[src/rtl/pending_size_array_pkg.sv]
// Shared defaults and the clamp helper for the pending-request counter bank.
// The count width is derived inside each module from its own SIZE.
package pending_size_array_pkg;

  localparam int PSA_DEF_NUM_CH = 4;
  localparam int PSA_DEF_SIZE   = 16;
  localparam int PSA_DEF_INCRW  = 2;
  localparam int PSA_DEF_DECRW  = 2;

  // Saturate a netted next count into 0..max_v without wrapping.
  function automatic int clamp_count(input int nxt, input int max_v);
    int res;
    if (nxt > max_v) begin
      res = max_v;
    end else if (nxt < 0) begin
      res = 0;
    end else begin
      res = nxt;
    end
    return res;
  endfunction

endpackage

[src/rtl/pending_size_chan.sv]
// One pending-request counter: netted incr/decr, saturation, registered flags and
// sticky overflow/underflow errors. A companion checker watches the clamp events.
module pending_size_chan
  import pending_size_array_pkg::*;
#(
  parameter int SIZE      = PSA_DEF_SIZE,
  parameter int INCRW     = PSA_DEF_INCRW,
  parameter int DECRW     = PSA_DEF_DECRW,
  parameter int ALM_FULL  = SIZE - 1,
  parameter int ALM_EMPTY = 1,
  localparam int SIZEW    = $clog2(SIZE + 1)
) (
  input  logic             clk,
  input  logic             reset,
  input  logic             clear,
  input  logic [INCRW-1:0] incr,
  input  logic [DECRW-1:0] decr,
  output logic [SIZEW-1:0] size,
  output logic             empty,
  output logic             full,
  output logic             alm_full,
  output logic             alm_empty,
  output logic             ovf_err,
  output logic             udf_err,
  output logic             empty_nxt
);

  if (SIZE < 1) begin : g_bad_size
    $error("pending_size_chan: SIZE must be at least 1");
  end
  if (INCRW > SIZEW) begin : g_bad_incrw
    $error("pending_size_chan: INCRW wider than the count");
  end
  if (DECRW > SIZEW) begin : g_bad_decrw
    $error("pending_size_chan: DECRW wider than the count");
  end
  if ((ALM_FULL < 1) || (ALM_FULL > SIZE)) begin : g_bad_alm_full
    $error("pending_size_chan: ALM_FULL outside 1..SIZE");
  end
  if ((ALM_EMPTY < 0) || (ALM_EMPTY > SIZE - 1)) begin : g_bad_alm_empty
    $error("pending_size_chan: ALM_EMPTY outside 0..SIZE-1");
  end

  logic [SIZEW-1:0] size_r;
  logic             empty_r;
  logic             full_r;
  logic             alm_full_r;
  logic             alm_empty_r;
  logic             ovf_r;
  logic             udf_r;

  int               nxt_s;
  int               cnt_s;
  logic             ovf_evt_s;
  logic             udf_evt_s;
  logic             ovf_nxt_s;
  logic             udf_nxt_s;

  // Net the request traffic in full integer width so large amounts cannot wrap,
  // then clamp; clear overrides the traffic and drops both sticky errors.
  always_comb begin
    nxt_s     = int'(size_r) + int'(incr) - int'(decr);
    ovf_evt_s = 1'b0;
    udf_evt_s = 1'b0;
    cnt_s     = 0;
    ovf_nxt_s = ovf_r;
    udf_nxt_s = udf_r;
    if (clear) begin
      cnt_s     = 0;
      ovf_nxt_s = 1'b0;
      udf_nxt_s = 1'b0;
    end else begin
      ovf_evt_s = (nxt_s > SIZE);
      udf_evt_s = (nxt_s < 0);
      cnt_s     = clamp_count(nxt_s, SIZE);
      ovf_nxt_s = ovf_r | ovf_evt_s;
      udf_nxt_s = udf_r | udf_evt_s;
    end
  end

  // Count, flags and errors all load together from the clamped next value.
  always_ff @(posedge clk) begin
    if (reset) begin
      size_r      <= {SIZEW{1'b0}};
      empty_r     <= 1'b1;
      full_r      <= 1'b0;
      alm_full_r  <= 1'b0;
      alm_empty_r <= 1'b1;
      ovf_r       <= 1'b0;
      udf_r       <= 1'b0;
    end else begin
      size_r      <= SIZEW'(cnt_s);
      empty_r     <= (cnt_s == 0);
      full_r      <= (cnt_s == SIZE);
      alm_full_r  <= (cnt_s >= ALM_FULL);
      alm_empty_r <= (cnt_s <= ALM_EMPTY);
      ovf_r       <= ovf_nxt_s;
      udf_r       <= udf_nxt_s;
    end
  end

  assign size      = size_r;
  assign empty     = empty_r;
  assign full      = full_r;
  assign alm_full  = alm_full_r;
  assign alm_empty = alm_empty_r;
  assign ovf_err   = ovf_r;
  assign udf_err   = udf_r;
  assign empty_nxt = (cnt_s == 0);

  pending_size_chan_chk #(
    .SIZE (SIZE)
  ) u_chk (
    .clk     (clk),
    .reset   (reset),
    .ovf_evt (ovf_evt_s),
    .udf_evt (udf_evt_s),
    .size    (size_r)
  );

endmodule

// Flags clamp events and guards the count range; never affects the datapath.
module pending_size_chan_chk #(
  parameter int SIZE     = 16,
  localparam int SIZEW   = $clog2(SIZE + 1)
) (
  input logic             clk,
  input logic             reset,
  input logic             ovf_evt,
  input logic             udf_evt,
  input logic [SIZEW-1:0] size
);

  ovf_clamped: cover property (@(posedge clk) disable iff (reset) ovf_evt);
  udf_clamped: cover property (@(posedge clk) disable iff (reset) udf_evt);

  size_in_range: assert property (@(posedge clk) disable iff (reset)
    int'(size) <= SIZE);
  evt_exclusive: assert property (@(posedge clk) disable iff (reset)
    !(ovf_evt && udf_evt));

endmodule

[src/rtl/pending_size_array.sv]
// Bank of independent pending-request counters plus a registered all-empty flag
// taken from the channels' next-state empties so it lines up with the empty vector.
module pending_size_array
  import pending_size_array_pkg::*;
#(
  parameter int NUM_CH    = PSA_DEF_NUM_CH,
  parameter int SIZE      = PSA_DEF_SIZE,
  parameter int INCRW     = PSA_DEF_INCRW,
  parameter int DECRW     = PSA_DEF_DECRW,
  parameter int ALM_FULL  = SIZE - 1,
  parameter int ALM_EMPTY = 1,
  localparam int SIZEW    = $clog2(SIZE + 1)
) (
  input  logic                    clk,
  input  logic                    reset,
  input  logic [NUM_CH-1:0]       clear,
  input  logic [NUM_CH*INCRW-1:0] incr,
  input  logic [NUM_CH*DECRW-1:0] decr,
  output logic [NUM_CH*SIZEW-1:0] size,
  output logic [NUM_CH-1:0]       empty,
  output logic [NUM_CH-1:0]       full,
  output logic [NUM_CH-1:0]       alm_full,
  output logic [NUM_CH-1:0]       alm_empty,
  output logic [NUM_CH-1:0]       ovf_err,
  output logic [NUM_CH-1:0]       udf_err,
  output logic                    all_empty
);

  logic [NUM_CH-1:0] empty_nxt_s;
  logic              all_empty_r;

  for (genvar i = 0; i < NUM_CH; i++) begin : g_ch
    pending_size_chan #(
      .SIZE      (SIZE),
      .INCRW     (INCRW),
      .DECRW     (DECRW),
      .ALM_FULL  (ALM_FULL),
      .ALM_EMPTY (ALM_EMPTY)
    ) u_chan (
      .clk       (clk),
      .reset     (reset),
      .clear     (clear[i]),
      .incr      (incr[i*INCRW +: INCRW]),
      .decr      (decr[i*DECRW +: DECRW]),
      .size      (size[i*SIZEW +: SIZEW]),
      .empty     (empty[i]),
      .full      (full[i]),
      .alm_full  (alm_full[i]),
      .alm_empty (alm_empty[i]),
      .ovf_err   (ovf_err[i]),
      .udf_err   (udf_err[i]),
      .empty_nxt (empty_nxt_s[i])
    );
  end

  // Aggregate empty, registered on the same edge as the per-channel flags.
  always_ff @(posedge clk) begin
    if (reset) begin
      all_empty_r <= 1'b1;
    end else begin
      all_empty_r <= &empty_nxt_s;
    end
  end

  assign all_empty = all_empty_r;

endmodule

[config.mk]
export PLATFORM = sky130hd
export DESIGN_NAME = pending_size_array
export DESIGN_NICKNAME = d
export VERILOG_FILES = /design/src/rtl/pending_size_array_pkg.sv /design/src/rtl/pending_size_chan.sv /design/src/rtl/pending_size_array.sv
export SDC_FILE = /design/constraint.sdc
export NUM_CORES = 1
export LEC_CHECK = 0
export BUFFER_PORTS_ARGS = -buffer_cell sky130_fd_sc_hd__buf_2
export CAP_MARGIN = 10
export CORE_MARGIN = 8
export CORE_UTILIZATION = 55
export CTS_CLUSTER_SIZE = 10
export DETAILED_ROUTE_END_ITERATION = 10
export PLACE_DENSITY = 0.81
export SKIP_LAST_GASP = 1
export SLEW_MARGIN = 20
export SYNTH_ARGS = -nofsm -noshare
export SYNTH_HDL_FRONTEND = slang
export SYNTH_SLANG_ARGS = --single-unit
[constraint.sdc]
create_clock -name clk -period 4.41 [get_ports clk]
set_clock_uncertainty 0.15 [all_clocks]
set_input_delay 0.2205 -clock clk [delete_from_list [all_inputs] [get_ports clk]]
set_output_delay 0.2205 -clock clk [all_outputs]
set_load 0.03 [all_outputs]
==> run_summary.xml <==
<?xml version="1.0" encoding="UTF-8"?>
<metrics>
  <group name="run_status">
    <metric name="status" unit="">finished, final reports clean</metric>
  </group>
  <group name="power">
    <metric name="leakage" unit="nW">1.60</metric>
    <metric name="power_report.internal_total" unit="µW">863</metric>
    <metric name="power.net_switching" unit="µW">545</metric>
    <metric name="clock_power_share" unit="%">21.8</metric>
    <metric name="seqPwrFrac" unit="%">34.5</metric>
    <metric name="max-vdd-ir-drop" unit="V">0.000169</metric>
    <metric name="power.share.switching" unit="%">38.7</metric>
    <metric name="totalPowerFinal" unit="mW">1.41</metric>
    <metric name="power_density" unit="nW/µm²">410</metric>
    <metric name="power.combinational.fraction" unit="%">43.7</metric>
  </group>
  <group name="route">
    <metric name="drt-pass1-iter-count" unit="">6</metric>
    <metric name="route.detailed.drc" unit="">0</metric>
    <metric name="num_vias" unit="">2606</metric>
    <metric name="avgViaCountPerCell" unit="">5.63</metric>
    <metric name="drc_marker_count_from_the_first_detailed_route_iteration" unit="">66</metric>
    <metric name="finalWirelength" unit="µm">6590</metric>
    <metric name="postRouteAntennaNets" unit="">0</metric>
    <metric name="wire_per_inst" unit="µm">14.2</metric>
  </group>
  <group name="setup_path">
    <metric name="endpoint" unit="">g_ch[1].u_chan.empty$_SDFF_PP1_</metric>
    <metric name="startpoint_class" unit="">flip-flop</metric>
    <metric name="rr_endpoint" unit="">g_ch[1].u_chan.empty$_SDFF_PP1_</metric>
    <metric name="cp_max_fo" unit="">5</metric>
    <metric name="setup.worst_path.end_class" unit="">flip-flop</metric>
    <metric name="critical_path_class" unit="">flip-flop to flip-flop</metric>
    <metric name="ff2ff_path_depth" unit="">12</metric>
    <metric name="crit_arrival" unit="ns">3.69</metric>
    <metric name="crit_path_start" unit="">g_ch[1].u_chan.size[0]$_SDFF_PP0_</metric>
    <metric name="cp.required" unit="ns">4.44</metric>
    <metric name="regToRegStartpoint" unit="">g_ch[1].u_chan.size[0]$_SDFF_PP0_</metric>
    <metric name="timing.reg2reg.setup_slack" unit="ns">0.75</metric>
  </group>
  <group name="synth">
    <metric name="synth.net_count" unit="">401</metric>
    <metric name="synth_seq_area_share" unit="%">29.1</metric>
    <metric name="number_of_enable_flip_flop_cells_after_synthesis" unit="">0</metric>
    <metric name="postSynth.topFlopCell" unit="">sky130_fd_sc_hd__dfxtp_1</metric>
    <metric name="synth_cell_type_count" unit="">61</metric>
    <metric name="number_of_synthesized_register_bits" unit="">45</metric>
    <metric name="synth.avg_cell_area" unit="µm²">8.93</metric>
    <metric name="synthArstFlopShare" unit="%">0</metric>
    <metric name="mappedNetlistArea" unit="µm²">3100</metric>
    <metric name="yosys_warning_count" unit="">0</metric>
    <metric name="post_synth_inst_count" unit="">347</metric>
    <metric name="synth.largest_area_cell" unit="">sky130_fd_sc_hd__dfxtp_1</metric>
    <metric name="yosys.area.top_type_share" unit="%">29.1</metric>
    <metric name="netlist_top_cells_area" unit="">sky130_fd_sc_hd__dfxtp_1 (29%), sky130_fd_sc_hd__ha_1 (9.7%), sky130_fd_sc_hd__buf_4 (5.8%), sky130_fd_sc_hd__fa_1 (5.2%), sky130_fd_sc_hd__nor2_1 (4.7%)</metric>
  </group>
  <group name="timing">
    <metric name="grt_setup_unrepaired" unit="">false</metric>
    <metric name="f_max" unit="MHz">273</metric>
    <metric name="fin_setup_tns" unit="ns">0</metric>
    <metric name="final.min_clock_period" unit="ns">3.66</metric>
    <metric name="tightestPinTransition" unit="ns">0.569</metric>
    <metric name="final.period_utilization" unit="%">82.9</metric>
    <metric name="hold_viol" unit="">0</metric>
    <metric name="timing.max_slew.rel_slack" unit="%">61.6</metric>
    <metric name="worst_slack" unit="ns">0.753</metric>
    <metric name="final_report_setup_violation_count" unit="">0</metric>
    <metric name="timing.final.max_slew_violations" unit="">0</metric>
  </group>
  <group name="layout">
    <metric name="mostFrequentLayoutCell" unit="">sky130_fd_sc_hd__buf_2</metric>
    <metric name="final_nets" unit="">444</metric>
    <metric name="layout_cells_sized_above_1" unit="%">21.5</metric>
    <metric name="most-common-layout-cells" unit="">sky130_fd_sc_hd__buf_2 (66), sky130_fd_sc_hd__dfxtp_1 (45), sky130_fd_sc_hd__nor2_1 (39), sky130_fd_sc_hd__ha_1 (24), sky130_fd_sc_hd__inv_1 (14)</metric>
    <metric name="area_growth" unit="%">10.7</metric>
    <metric name="antenna_diode_instance_count" unit="">0</metric>
  </group>
  <group name="floorplanning">
    <metric name="die-height" unit="µm">91.1</metric>
    <metric name="effective_utilization_at_floorplan" unit="%">56.6</metric>
    <metric name="placementRows" unit="">27</metric>
    <metric name="die_w" unit="µm">91.1</metric>
    <metric name="floorplan.die_area" unit="µm²">8290</metric>
    <metric name="design.portCount" unit="">67</metric>
    <metric name="core_region_area" unit="µm²">5470</metric>
  </group>
  <group name="clock_tree">
    <metric name="cts-buffers-inserted" unit="">5</metric>
    <metric name="clock_tree_from_tritoncts" unit="">built</metric>
    <metric name="numClockSinks" unit="">45</metric>
    <metric name="worstSkewPairLatency" unit="ns">0.30</metric>
    <metric name="ctsLongestPathBuffers" unit="">2</metric>
    <metric name="clk_root_buffer_cell" unit="">sky130_fd_sc_hd__clkbuf_8</metric>
    <metric name="cts.htree.levels" unit="">2</metric>
    <metric name="postCtsSetupBuffers" unit="">0</metric>
    <metric name="clk_pin_slew_worst_paths" unit="ns">0.09</metric>
    <metric name="cts_resized" unit="">0</metric>
  </group>
  <group name="grt">
    <metric name="overflow" unit="">0</metric>
    <metric name="grt_pass1_wl" unit="µm">11100</metric>
    <metric name="via_count_of_the_first_global_routing_pass" unit="">2520</metric>
    <metric name="maximum_number_of_pins_on_one_net_before_global_route_repair" unit="">18</metric>
    <metric name="track_usage" unit="%">15.8</metric>
    <metric name="initial_antenna_violation_count" unit="">0</metric>
  </group>
  <group name="placed_design">
    <metric name="dp_worst_setup_slack" unit="ns">0.749</metric>
    <metric name="post-dp-hpwl" unit="µm">5450</metric>
    <metric name="io_buffer_count" unit="">66</metric>
    <metric name="globalplace.congestion" unit="">0.817</metric>
  </group>
  <group name="hold_path">
    <metric name="hold-path-cell-count" unit="">2</metric>
    <metric name="min-delay-path-class" unit="">input pin to flip-flop</metric>
  </group>
  <group name="job">
    <metric name="max_cap_viol_count" unit="">0</metric>
  </group>
</metrics>
## metrics by stage
stage	hold WS [ns]	std cells	utilization, %	cell area, µm²
after floorplan	0.147	347	-	3100
after global placement	0.295	454	60.5	3310
after detailed placement	0.298	454	60.5	3310
after CTS	0.0390	463	62.7	3430
after global routing	0.0414	463	62.7	3430
final	0.0480	463	62.7	3430
## critical path, stage by stage (launching register included)
cell and delay [ns]:
sky130_fd_sc_hd__dfxtp_1 0.33, sky130_fd_sc_hd__ha_1 0.21, sky130_fd_sc_hd__fa_1 0.46, sky130_fd_sc_hd__ha_1 0.28, sky130_fd_sc_hd__nor2b_1 0.14, sky130_fd_sc_hd__nor3_1 0.27, sky130_fd_sc_hd__a21boi_0 0.33, sky130_fd_sc_hd__ha_1 0.30
sky130_fd_sc_hd__nor2_1 0.08, sky130_fd_sc_hd__a211o_1 0.28, sky130_fd_sc_hd__a211oi_2 0.28, sky130_fd_sc_hd__a21boi_1 0.15, sky130_fd_sc_hd__or2_2 0.29
## worst min-delay path by stage
stage	from	end
2_1_floorplan	clear[3]	g_ch[3].u_chan.ovf_err$_SDFF_PP0_
4_1_cts	clear[0]	g_ch[0].u_chan.full$_SDFF_PP0_
5_1_grt	clear[2]	g_ch[2].u_chan.full$_SDFF_PP0_
6_report	clear[0]	g_ch[0].u_chan.full$_SDFF_PP0_
3_3_place_gp	g_ch[1].u_chan.ovf_err$_SDFF_PP0_	g_ch[1].u_chan.ovf_err$_SDFF_PP0_
3_5_place_dp	clear[3]	g_ch[3].u_chan.ovf_err$_SDFF_PP0_
## registers in the layout, summed over array words and instances (netlist names)
| signal | cells |
|---|---|
| g_ch.u_chan.size | 20 |
| g_ch.u_chan.alm_empty | 4 |
| g_ch.u_chan.alm_full | 4 |
| g_ch.u_chan.empty | 4 |
| g_ch.u_chan.full | 4 |
| g_ch.u_chan.ovf_err | 4 |
| g_ch.u_chan.udf_err | 4 |
| all_empty | 1 |
## Yosys cell counts (all sizes together), types with 4 or more instances
library cell   n
nor2b          9
xnor2          8
o21a           9
nand4          7
inv           14
nand2          8
o21ai         14
ha            24
nor3          13
nor2          39
buf           26
and3b          4
dfxtp         45
xor2           8
fa             8
a21oi         13
nand2b         8
nand3          6
or2            5
a21o           4
clkbuf         5
and2           8
a21boi         4
## what timing repair did
item                       in CTS  in global routing
hold buffers                    1                  0
hold endpoints to repair        2                  0
setup endpoints to repair       0                  0
## power groups by stage
| stage | Clock [mW] | Sequential, mW | Combinational, mW |
|---|---|---|---|
| 2_1_floorplan | 0 | 0.516 | 0.487 |
| 3_3_place_gp | 0 | 0.494 | 0.593 |
| 3_5_place_dp | 0 | 0.495 | 0.613 |
| 4_1_cts | 0.317 | 0.486 | 0.617 |
| 5_1_grt | 0.334 | 0.492 | 0.679 |
| 6_report | 0.308 | 0.486 | 0.615 |
## layout make-up
| type | instances | area [µm²] |
|---|---|---|
| repair buffers | 67 | 340 |
| well taps | 72 | 90.1 |
| clock buffers | 6 | 72.6 |
| fillers | 488 | 2040 |
| flip-flops and latches | 45 | 901 |
| clock inverters | 2 | 38.8 |
| inverters | 14 | 52.6 |
| multi-input cells | 257 | 1940 |
## cells by family after synthesis
group                    synth area share (%)
multiplexers                            0.646
XOR/XNOR                                 6.78
AND/OR/NAND/NOR                          23.9
flip-flops                               29.1
buffers and inverters                    8.44
AO/OA/AOI/OAI                            16.3
adder cells (fa/ha/maj)                  14.9
## routing by layer
layer	global-route usage [%]	vias up	wire length [µm]
li1	-	1308	-
met1	17.9	1239	2840
met2	27.5	53	3370
met3	4.69	6	326
met4	5.05	0	57
met5	0	-	0
Note: power is estimated with default switching activity, not from simulation.
